===== src/rtl/sync_ram.sv =====
// Single-port synchronous RAM with a post-reset zero-fill sweep and registered reads.
// Optional SYNC_RAM_PARITY_EN adds a stored even-parity bit per word, parity_err and inject_par_err.
module sync_ram #(
  parameter int unsigned DATA_WIDTH = 8,
  parameter int unsigned ADDR_WIDTH = 4,
  parameter int unsigned MEM_DEPTH  = 16
) (
  input  logic                  clk,
  input  logic                  rst,
  input  logic                  wr_en,
  input  logic                  rd_en,
  input  logic [ADDR_WIDTH-1:0] addr,
  input  logic [DATA_WIDTH-1:0] data_in,
`ifdef SYNC_RAM_PARITY_EN
  input  logic                  inject_par_err,
  output logic                  parity_err,
`endif
  output logic [DATA_WIDTH-1:0] data_out,
  output logic                  valid_out,
  output logic                  ready,
  output logic                  addr_err
);

`ifdef SYNC_RAM_PARITY_EN
  localparam int unsigned PAR_W = 1;
`else
  localparam int unsigned PAR_W = 0;
`endif
  localparam int unsigned WORD_W = DATA_WIDTH + PAR_W;
  localparam int unsigned IDX_W  = (MEM_DEPTH > 1) ? $clog2(MEM_DEPTH) : 1;
  // Pointer must also represent MEM_DEPTH, the "sweep done" value.
  localparam int unsigned PTR_W  = $clog2(MEM_DEPTH + 1);

  typedef enum logic {ST_SWEEP, ST_RUN} state_t;

  state_t             state, state_next;
  logic [PTR_W-1:0]   ptr, ptr_next;

  logic [WORD_W-1:0]  mem [MEM_DEPTH];

  logic               in_range_c;
  logic               req_c;
  logic               rd_fire_c;
  logic               wr_fire_c;
  logic               mem_we_c;
  logic [IDX_W-1:0]   mem_idx_c;
  logic [WORD_W-1:0]  mem_wdata_c;
  logic [WORD_W-1:0]  rd_word_c;

  // State register
  always_ff @(posedge clk) begin
    if (rst) begin
      state <= ST_SWEEP;
      ptr   <= '0;
    end else begin
      state <= state_next;
      ptr   <= ptr_next;
    end
  end

  // Next state: one word per cycle, then one extra edge before going ready
  always_comb begin
    state_next = state;
    ptr_next   = ptr;
    if (state == ST_SWEEP) begin
      if (ptr == PTR_W'(MEM_DEPTH)) begin
        state_next = ST_RUN;
      end else begin
        ptr_next = ptr + PTR_W'(1);
      end
    end
  end

  // Output decode: access qualification and memory write port steering
  always_comb begin
    in_range_c  = ({1'b0, addr} < (ADDR_WIDTH + 1)'(MEM_DEPTH));
    req_c       = ready & (wr_en | rd_en);
    rd_fire_c   = ready & rd_en & in_range_c;
    wr_fire_c   = ready & wr_en & in_range_c;
    mem_we_c    = 1'b0;
    mem_idx_c   = IDX_W'(addr);
`ifdef SYNC_RAM_PARITY_EN
    mem_wdata_c = {(^data_in) ^ inject_par_err, data_in};
`else
    mem_wdata_c = data_in;
`endif
    if (state == ST_SWEEP) begin
      mem_we_c    = (ptr != PTR_W'(MEM_DEPTH));
      mem_idx_c   = IDX_W'(ptr);
      mem_wdata_c = '0;
    end else begin
      mem_we_c    = wr_fire_c;
    end
    rd_word_c   = mem[IDX_W'(addr)];
  end

  // Storage array; contents are only ever cleared by the sweep
  always_ff @(posedge clk) begin
    if (mem_we_c) begin
      mem[mem_idx_c] <= mem_wdata_c;
    end
  end

  // Registered outputs; read samples the old word on a same-address write
  always_ff @(posedge clk) begin
    if (rst) begin
      data_out   <= '0;
      valid_out  <= 1'b0;
      addr_err   <= 1'b0;
      ready      <= 1'b0;
`ifdef SYNC_RAM_PARITY_EN
      parity_err <= 1'b0;
`endif
    end else begin
      ready      <= (state_next == ST_RUN);
      valid_out  <= rd_fire_c;
      addr_err   <= req_c & ~in_range_c;
      if (rd_fire_c) begin
        data_out <= rd_word_c[DATA_WIDTH-1:0];
      end
`ifdef SYNC_RAM_PARITY_EN
      parity_err <= rd_fire_c & (^rd_word_c);
`endif
    end
  end

endmodule


===== config.mk =====
export PLATFORM = sky130hd
export DESIGN_NAME = sync_ram
export DESIGN_NICKNAME = d
export VERILOG_FILES = /design/src/rtl/sync_ram.sv
export SDC_FILE = /design/constraint.sdc
export NUM_CORES = 1
export LEC_CHECK = 0
export ABC_AREA = 1
export BUFFER_PORTS_ARGS = -buffer_cell sky130_fd_sc_hd__buf_4
export CELL_PAD_IN_SITES_DETAIL_PLACEMENT = 1
export CELL_PAD_IN_SITES_GLOBAL_PLACEMENT = 1
export CORE_UTILIZATION = 53
export CTS_BUF_LIST = sky130_fd_sc_hd__clkbuf_4 sky130_fd_sc_hd__clkbuf_8 sky130_fd_sc_hd__clkbuf_16
export DETAILED_ROUTE_END_ITERATION = 8
export GPL_TIMING_DRIVEN = 1
export HOLD_SLACK_MARGIN = 0.02
export PLACE_DENSITY_LB_ADDON = 0.1
export SLEW_MARGIN = 20
export SYNTH_ARGS = -nofsm -noshare
export SYNTH_HDL_FRONTEND = slang
export SYNTH_SLANG_ARGS = --single-unit

===== constraint.sdc =====
create_clock -name clk -period 5.5 [get_ports clk]
set_input_delay 0.825 -clock clk [delete_from_list [all_inputs] [get_ports clk]]
set_output_delay 0.825 -clock clk [all_outputs]
set_load 0.005 [all_outputs]

==> flow_metrics.py, run 1 <==
metrics = {
    "outcome": {
        "outcome": "complete, no violations",
    },
    "routing": {
        "wire_per_inst_microns": 21.5,
        "finalWirelength_mm": 15.7,
        "highest_layer": "met4",
        "m1WireLength_mm": 6.71,
        "wl_met2_mm": 7.72,
        "firstDrtPassIters": 4,
        "ant_nets": 0,
        "drt-initial-drc-count": 405,
        "vias": 4156,
        "vias_per_cell": 5.72,
        "wl_met3_microns": 849,
        "route.detailed.drc": 0,
    },
    "sta": {
        "tns_ns": 0,
        "finalCritPeriodShare_pct": 48.3,
        "fmax_mhz": 376,
        "worstMarginPinSlew_ns": 0.766,
        "rsz0062_at_grt": "false",
        "finalHoldViolations": 0,
        "finClkSkew_ns": 0.00668,
        "drv_slew": 0,
        "maxSlewHeadroom_pct": 48.9,
        "setup_viol": 0,
        "layout_min_cycle_time_ns": 2.66,
    },
    "setup_path": {
        "cp_common_cell": "nand2_1",
        "slowest_stage": "nor2_1",
        "path_cells": "buf_4, inv_2, nand2_1, o21ai_1, nand2_1, nor2_1",
        "crit_fanout": 33,
        "crit_path_start_kind": "input pin",
        "crit_path_end_kind": "flip-flop",
        "arrival_ns": 2.70,
        "cpPeakStageDelay_ns": 0.63,
        "required_ns": 5.55,
        "rrSetupSlack_ns": 3.02,
        "r2r_cells": 4,
        "criticalPathCategory": "input pin to flip-flop",
    },
    "job": {
        "max_cap_violations": 0,
    },
    "synthesis": {
        "synth_fp_nets": 578,
        "syn_area_sq_um": 6020,
        "synth_top_cell_area_share_pct": 63.8,
        "synth_compound_area_share_pct": 0.976,
        "avgSynthCellArea_sq_um": 10.8,
        "yosys.area_share.xor_xnor_pct": 0.145,
        "synth_top_family_by_area": "simple AND/OR/NAND/NOR gates",
        "ys_top_cells_by_area": "edfxtp_1, nand2_1, nand3_1",
        "ys_seq_elements": 143,
        "yosys_warnings": 0,
        "synth_adder_area_share_pct": 0.415,
        "synthCells": 560,
        "synth-simple-area-share_pct": 23.7,
        "muxShareOfSynthArea_pct": 0,
        "synth_area_leader_cell": "edfxtp_1",
        "yosysSeqAreaShare_pct": 68.8,
        "synth.distinct_cells": 21,
    },
    "power_and_ir_drop": {
        "comb_power_share_pct": 5.6,
        "p_switching_w": 0.000534,
        "p_int_w": 0.00184,
        "ir_drop_mv": 0.208,
        "clkPwrFrac_pct": 43.8,
        "powerDensity_nw_per_um2": 355,
        "p_sw_share_pct": 22.5,
        "seqPwrFrac_pct": 50.6,
        "leakage_nw": 2.63,
    },
    "cells_and_area": {
        "area_delta_synth_final_pct": 11.1,
        "drive_above_1_share_pct": 10.2,
        "register_area_sq_um": 4140,
        "diodes": 0,
        "fillCellCount": 1157,
        "multi_input_area_sq_um": 1530,
        "nets": 593,
        "final_area_sq_um": 6690,
    },
    "clocking": {
        "cts_tree": "built",
        "cts_resized": 0,
        "cts-hold-fix-buffers": 0,
        "clock-sinks": 143,
        "post-cts-setup-buffer-count": 0,
        "clockRootBuffer": "clkbuf_16",
        "cts.clk_slew.worst_paths_ns": 0.06,
        "clk_latency_ns": 0.42,
        "cts_buffers": 17,
        "cts_buffer_depth": 2,
        "htreeDepth": 4,
    },
    "floorplan": {
        "io-pin-count": 27,
        "core-area_sq_um": 10900,
        "std_cell_rows": 38,
        "fp.dieArea_sq_um": 11800,
        "fp.dieH_microns": 109,
        "start_util_pct": 55.1,
        "die_w_microns": 109,
    },
    "placed_design": {
        "place_area_sq_um": 6160,
        "port_buffers": 25,
        "dp_hpwl_mm": 10.1,
        "place_congestion": 0.858,
    },
    "global_route": {
        "globalRoute.totalOverflow": 0,
        "grt_pass1_wl_mm": 23.8,
        "first_global_vias": 4211,
        "antenna_found_initial": 0,
        "grt_usage_pct": 29.1,
        "grt_start_max_net_pins": 66,
    },
    "hold_path": {
        "hold_depth": 2,
        "hold_class": "flip-flop to flip-flop",
    },
}
[power by group through the flow]
stage	Combinational, W	Clock (W)	Sequential [W]
3_5_place_dp	0.000130	0	0.00123
6_report	0.000133	0.00104	0.00120
3_3_place_gp	0.000124	0	0.00122
2_1_floorplan	0.0000960	0	0.00122
5_1_grt	0.000145	0.00109	0.00120
4_1_cts	0.000132	0.00105	0.00120
[kinds of logic (layout without fill, tap and decap cells)]
kind of cell,after synthesis,count (layout)
AO/OA/AOI/OAI,10,10
XOR/XNOR,1,1
flip-flops,143,143
other,1,1
AND/OR/NAND/NOR,341,341
adder cells (fa/ha/maj),2,2
buffers and inverters,62,89
[sequential cells by signal, summed over array words and instances (netlist names)]
name       cells
mem          128
valid_out      1
data_out       8
ptr            5
ready          1
[worst max-delay path, delay by kind of cell]
kind                   cells  cell delay, ns
and+or+nand+nor            3            0.95
AOI/OAI and AO/OA          1            0.16
buffers and inverters      2            0.74
[per-layer routing]
layer	up-vias	global-route usage, %
li1	1920	-
met1	2075	39.0
met2	133	47.2
met3	28	5.24
met4	0	11.2
met5	-	0
[per-stage QoR]
| step | utilization (%) | instances | power, W | hold WS [ns] | setup WS (ns) |
|---|---|---|---|---|---|
| 2_1_floorplan | - | 560 | 0.00132 | 0.445 | 3.28 |
| 3_3_place_gp | 56.3 | 696 | 0.00135 | 0.453 | 2.58 |
| 3_5_place_dp | 56.3 | 696 | 0.00136 | 0.491 | 2.46 |
| 4_1_cts | 61.2 | 727 | 0.00238 | 0.499 | 2.88 |
| 5_1_grt | 61.2 | 727 | 0.00244 | 0.503 | 2.73 |
| 6_report | 61.2 | 727 | 0.00238 | 0.493 | 2.84 |
[path summary, 6_finish.rpt]
path / from / to
max reg2reg: ready / mem[13][6]
min: ptr[4] / ptr[4]
min reg2reg: ptr[4] / ptr[4]
max: addr[1] / mem[13][6]
[placed cells by master (no fill, tap or decap), drive strengths merged, types with 2 or more instances in the layout]
cell type,instances
o21ai,6
nor2,35
clkinvlp,5
nor3,2
inv,32
clkinv,7
a21oi,2
nor3b,2
buf,26
ha,2
nand2,191
nand3,111
edfxtp,128
dfxtp,15
clkbuf,18
[synthesized netlist by cell type]
| library cell | number |
|---|---|
| nand2_1 | 191 |
| edfxtp_1 | 128 |
| nand3_1 | 111 |
| nor2_1 | 35 |
| inv_1 | 28 |
| dfxtp_1 | 15 |
| buf_2 | 13 |
| buf_6 | 12 |
| buf_4 | 4 |
| inv_2 | 4 |
| o21ai_0 | 4 |
| a21oi_1 | 2 |
| ha_1 | 2 |
| nor3_1 | 2 |
| nor3b_1 | 2 |
| o21ai_1 | 2 |
| a211oi_1 | 1 |
| clkbuf_1 | 1 |
| conb_1 | 1 |
| o21bai_2 | 1 |
| xor2_1 | 1 |
[area by class of cell]
| cell class | instances | share of cell area [%] |
|---|---|---|
| clock buffers | 18 | 6.47 |
| well taps | 140 | 2.62 |
| flip-flops and latches | 143 | 61.9 |
| clock inverters | 13 | 1.50 |
| repair buffers | 26 | 2.92 |
| inverters | 32 | 1.79 |
| multi-input cells | 355 | 22.8 |
(Power assumes the default switching activity.)
==> run 2: changes to the inputs <==
- CORE_UTILIZATION: 53 -> 49
- clock period: 5.5 -> 2.78 ns (I/O delays scaled with it)
==> run 2 against run 1 <==
Sequential share of layout area fell by 2.1 points. Total power rose by 110%. Combinational power rose by 110%. Design area rose by 3.5%. First-iteration DRC count fell by 40%. Clock-buffer cell count fell by 1. Setup slack got worse by 2.1 ns. Highest routed layer unchanged.
==> flow_metrics.py, run 2 (synthesis results as in run 1) <==
metrics = {
    "routing": {
        "drt-initial-drc-count": 241,
        "vias_per_cell": 5.55,
        "vias": 4198,
        "wire_per_inst_microns": 21.3,
        "firstDrtPassIters": 4,
        "ant_nets": 0,
        "finalWirelength_mm": 16.1,
        "route.detailed.drc": 0,
    },
    "clocking": {
        "clock-sinks": 143,
        "htreeDepth": 4,
        "cts_resized": 0,
        "cts_buffer_depth": 2,
        "cts-hold-fix-buffers": 0,
        "cts_buffers": 17,
        "cts.clk_slew.worst_paths_ns": 0.06,
        "post-cts-setup-buffer-count": 0,
        "clk_latency_ns": 0.43,
        "cts_tree": "built",
        "clockRootBuffer": "clkbuf_16",
    },
    "sta": {
        "fin_ws_ns": 0.746,
        "maxSlewHeadroom_pct": 53.5,
        "layout_min_cycle_time_ns": 2.03,
        "finalCritPeriodShare_pct": 73.2,
        "worstMarginPinSlew_ns": 0.696,
        "drv_slew": 0,
        "finalHoldViolations": 0,
        "tns_ns": 0,
        "setup_viol": 0,
        "rsz0062_at_grt": "false",
        "fmax_mhz": 492,
        "finClkSkew_ns": 0.00861,
    },
    "setup_path": {
        "r2r_cells": 8,
        "worstReg2RegStart": "ptr[0]",
        "crit_path_start": "ptr[0]",
        "crit_fanout": 10,
        "crit_path_end_kind": "flip-flop",
        "crit_path_start_kind": "flip-flop",
        "required_ns": 2.91,
        "r2r_end": "mem[5][7]",
        "rrSetupSlack_ns": 0.75,
        "arrival_ns": 2.16,
        "crit_path_end": "mem[5][7]",
        "criticalPathCategory": "flip-flop to flip-flop",
    },
    "cells_and_area": {
        "drive_above_1_share_pct": 13.8,
        "area_delta_synth_final_pct": 15.0,
        "largest_register_ffs": 128,
        "mostFrequentLayoutCell": "nand2_1",
        "reg_top3": "mem (128), data_out (8), ptr (5)",
        "fillCellCount": 1323,
        "nets": 615,
        "diodes": 0,
        "largest_register": "mem",
        "most-common-layout-cells": "nand2_1, edfxtp_1, nand3_1",
    },
    "global_route": {
        "grt_start_max_net_pins": 42,
        "antenna_found_initial": 0,
        "grt_pass1_wl_mm": 25.1,
        "globalRoute.totalOverflow": 0,
        "first_global_vias": 4438,
        "grt_usage_pct": 27.6,
    },
    "placed_design": {
        "dp_slack_ns": 0.731,
        "port_buffers": 25,
        "dp_hpwl_mm": 10.3,
        "place_congestion": 0.788,
    },
    "floorplan": {
        "std_cell_rows": 40,
        "io-pin-count": 27,
        "die_w_microns": 113,
        "fp.dieH_microns": 113,
        "start_util_pct": 50.1,
        "core-area_sq_um": 12000,
        "fp.dieArea_sq_um": 12700,
    },
    "outcome": {
        "outcome": "complete, no violations",
    },
    "job": {
        "max_cap_violations": 0,
    },
    "power_and_ir_drop": {
        "leakage_nw": 2.77,
        "powerDensity_nw_per_um2": 716,
        "power_w": 0.00496,
        "ir_drop_mv": 0.420,
    },
    "hold_path": {
        "hold_class": "input pin to flip-flop",
    },
}
[run 2: cell types whose count changed in the layout (fill, tap and decap cells not counted)]
cell,delta
clkbuf_4,-1
inv_6,+1
clkinv_2,-1
clkinv_4,+2
clkinvlp_4,-1
bufinv_16,+2
buf_4,+22
clkinv_1,-1
[run 2: critical path, cell delays in order, from the launching register on]
cell and delay [ns]:
dfxtp_1 0.41, inv_1 0.09, ha_1 0.20, nand3_1 0.10, o21bai_2 0.15, nand2_1 0.17, nand3_1 0.20, nor2_1 0.21
buf_4 0.21
[run 2: area by class of cell]
cell class	instances	area [sq um]	share of cell area, %
timing repair buffer	48	360	5.20
inverter	32	120	1.73
clock inverter	15	170	2.46
sequential	143	4140	59.8
multi-input combinational	355	1530	22.0
tap	147	184	2.65
clock buffer	17	425	6.14
[run 2: worst min path at each step]
stage | from | to | slack (ns) | cells after the start
after floorplan | ptr[4] | ptr[4] | 0.45 | 2
after global placement | ptr[4] | ptr[4] | 0.45 | 2
after detailed placement | ptr[4] | ptr[4] | 0.48 | 2
after CTS | rd_en | valid_out | 0.30 | 3
after global routing | rd_en | valid_out | 0.31 | 3
final | rd_en | valid_out | 0.31 | 3
[run 2: metrics by stage]
step / hold WS, ns / utilization, % / std cells / area (sq um)
final: 0.309 / 57.7 / 757 / 6930
after global routing: 0.308 / 57.7 / 757 / 6930
after CTS: 0.300 / 57.7 / 757 / 6930
after detailed placement: 0.476 / 52.7 / 725 / 6330
after global placement: 0.454 / 52.7 / 725 / 6330
after floorplan: 0.445 / - / 560 / 6020
[run 2: layer usage]
metal  wire [microns]  vias up  global-route usage, %
met5                0        -                      0
met1             7050     2124                   35.5
li1                 -     1969                      -
met2             8110       84                   46.5
met4              301        0                   10.4
met3              638       21                   5.78
[run 2: power breakdown]
part | leakage (nW) | total, W | internal [W] | switching [W]
combinational | 1.21 | 0.000277 | 0.0000853 | 0.000191
sequential | 1.28 | 0.00238 | 0.00236 | 0.0000163
clock | 0.282 | 0.00231 | 0.00140 | 0.000904
total | 2.77 | 0.00496 | 0.00385 | 0.00111
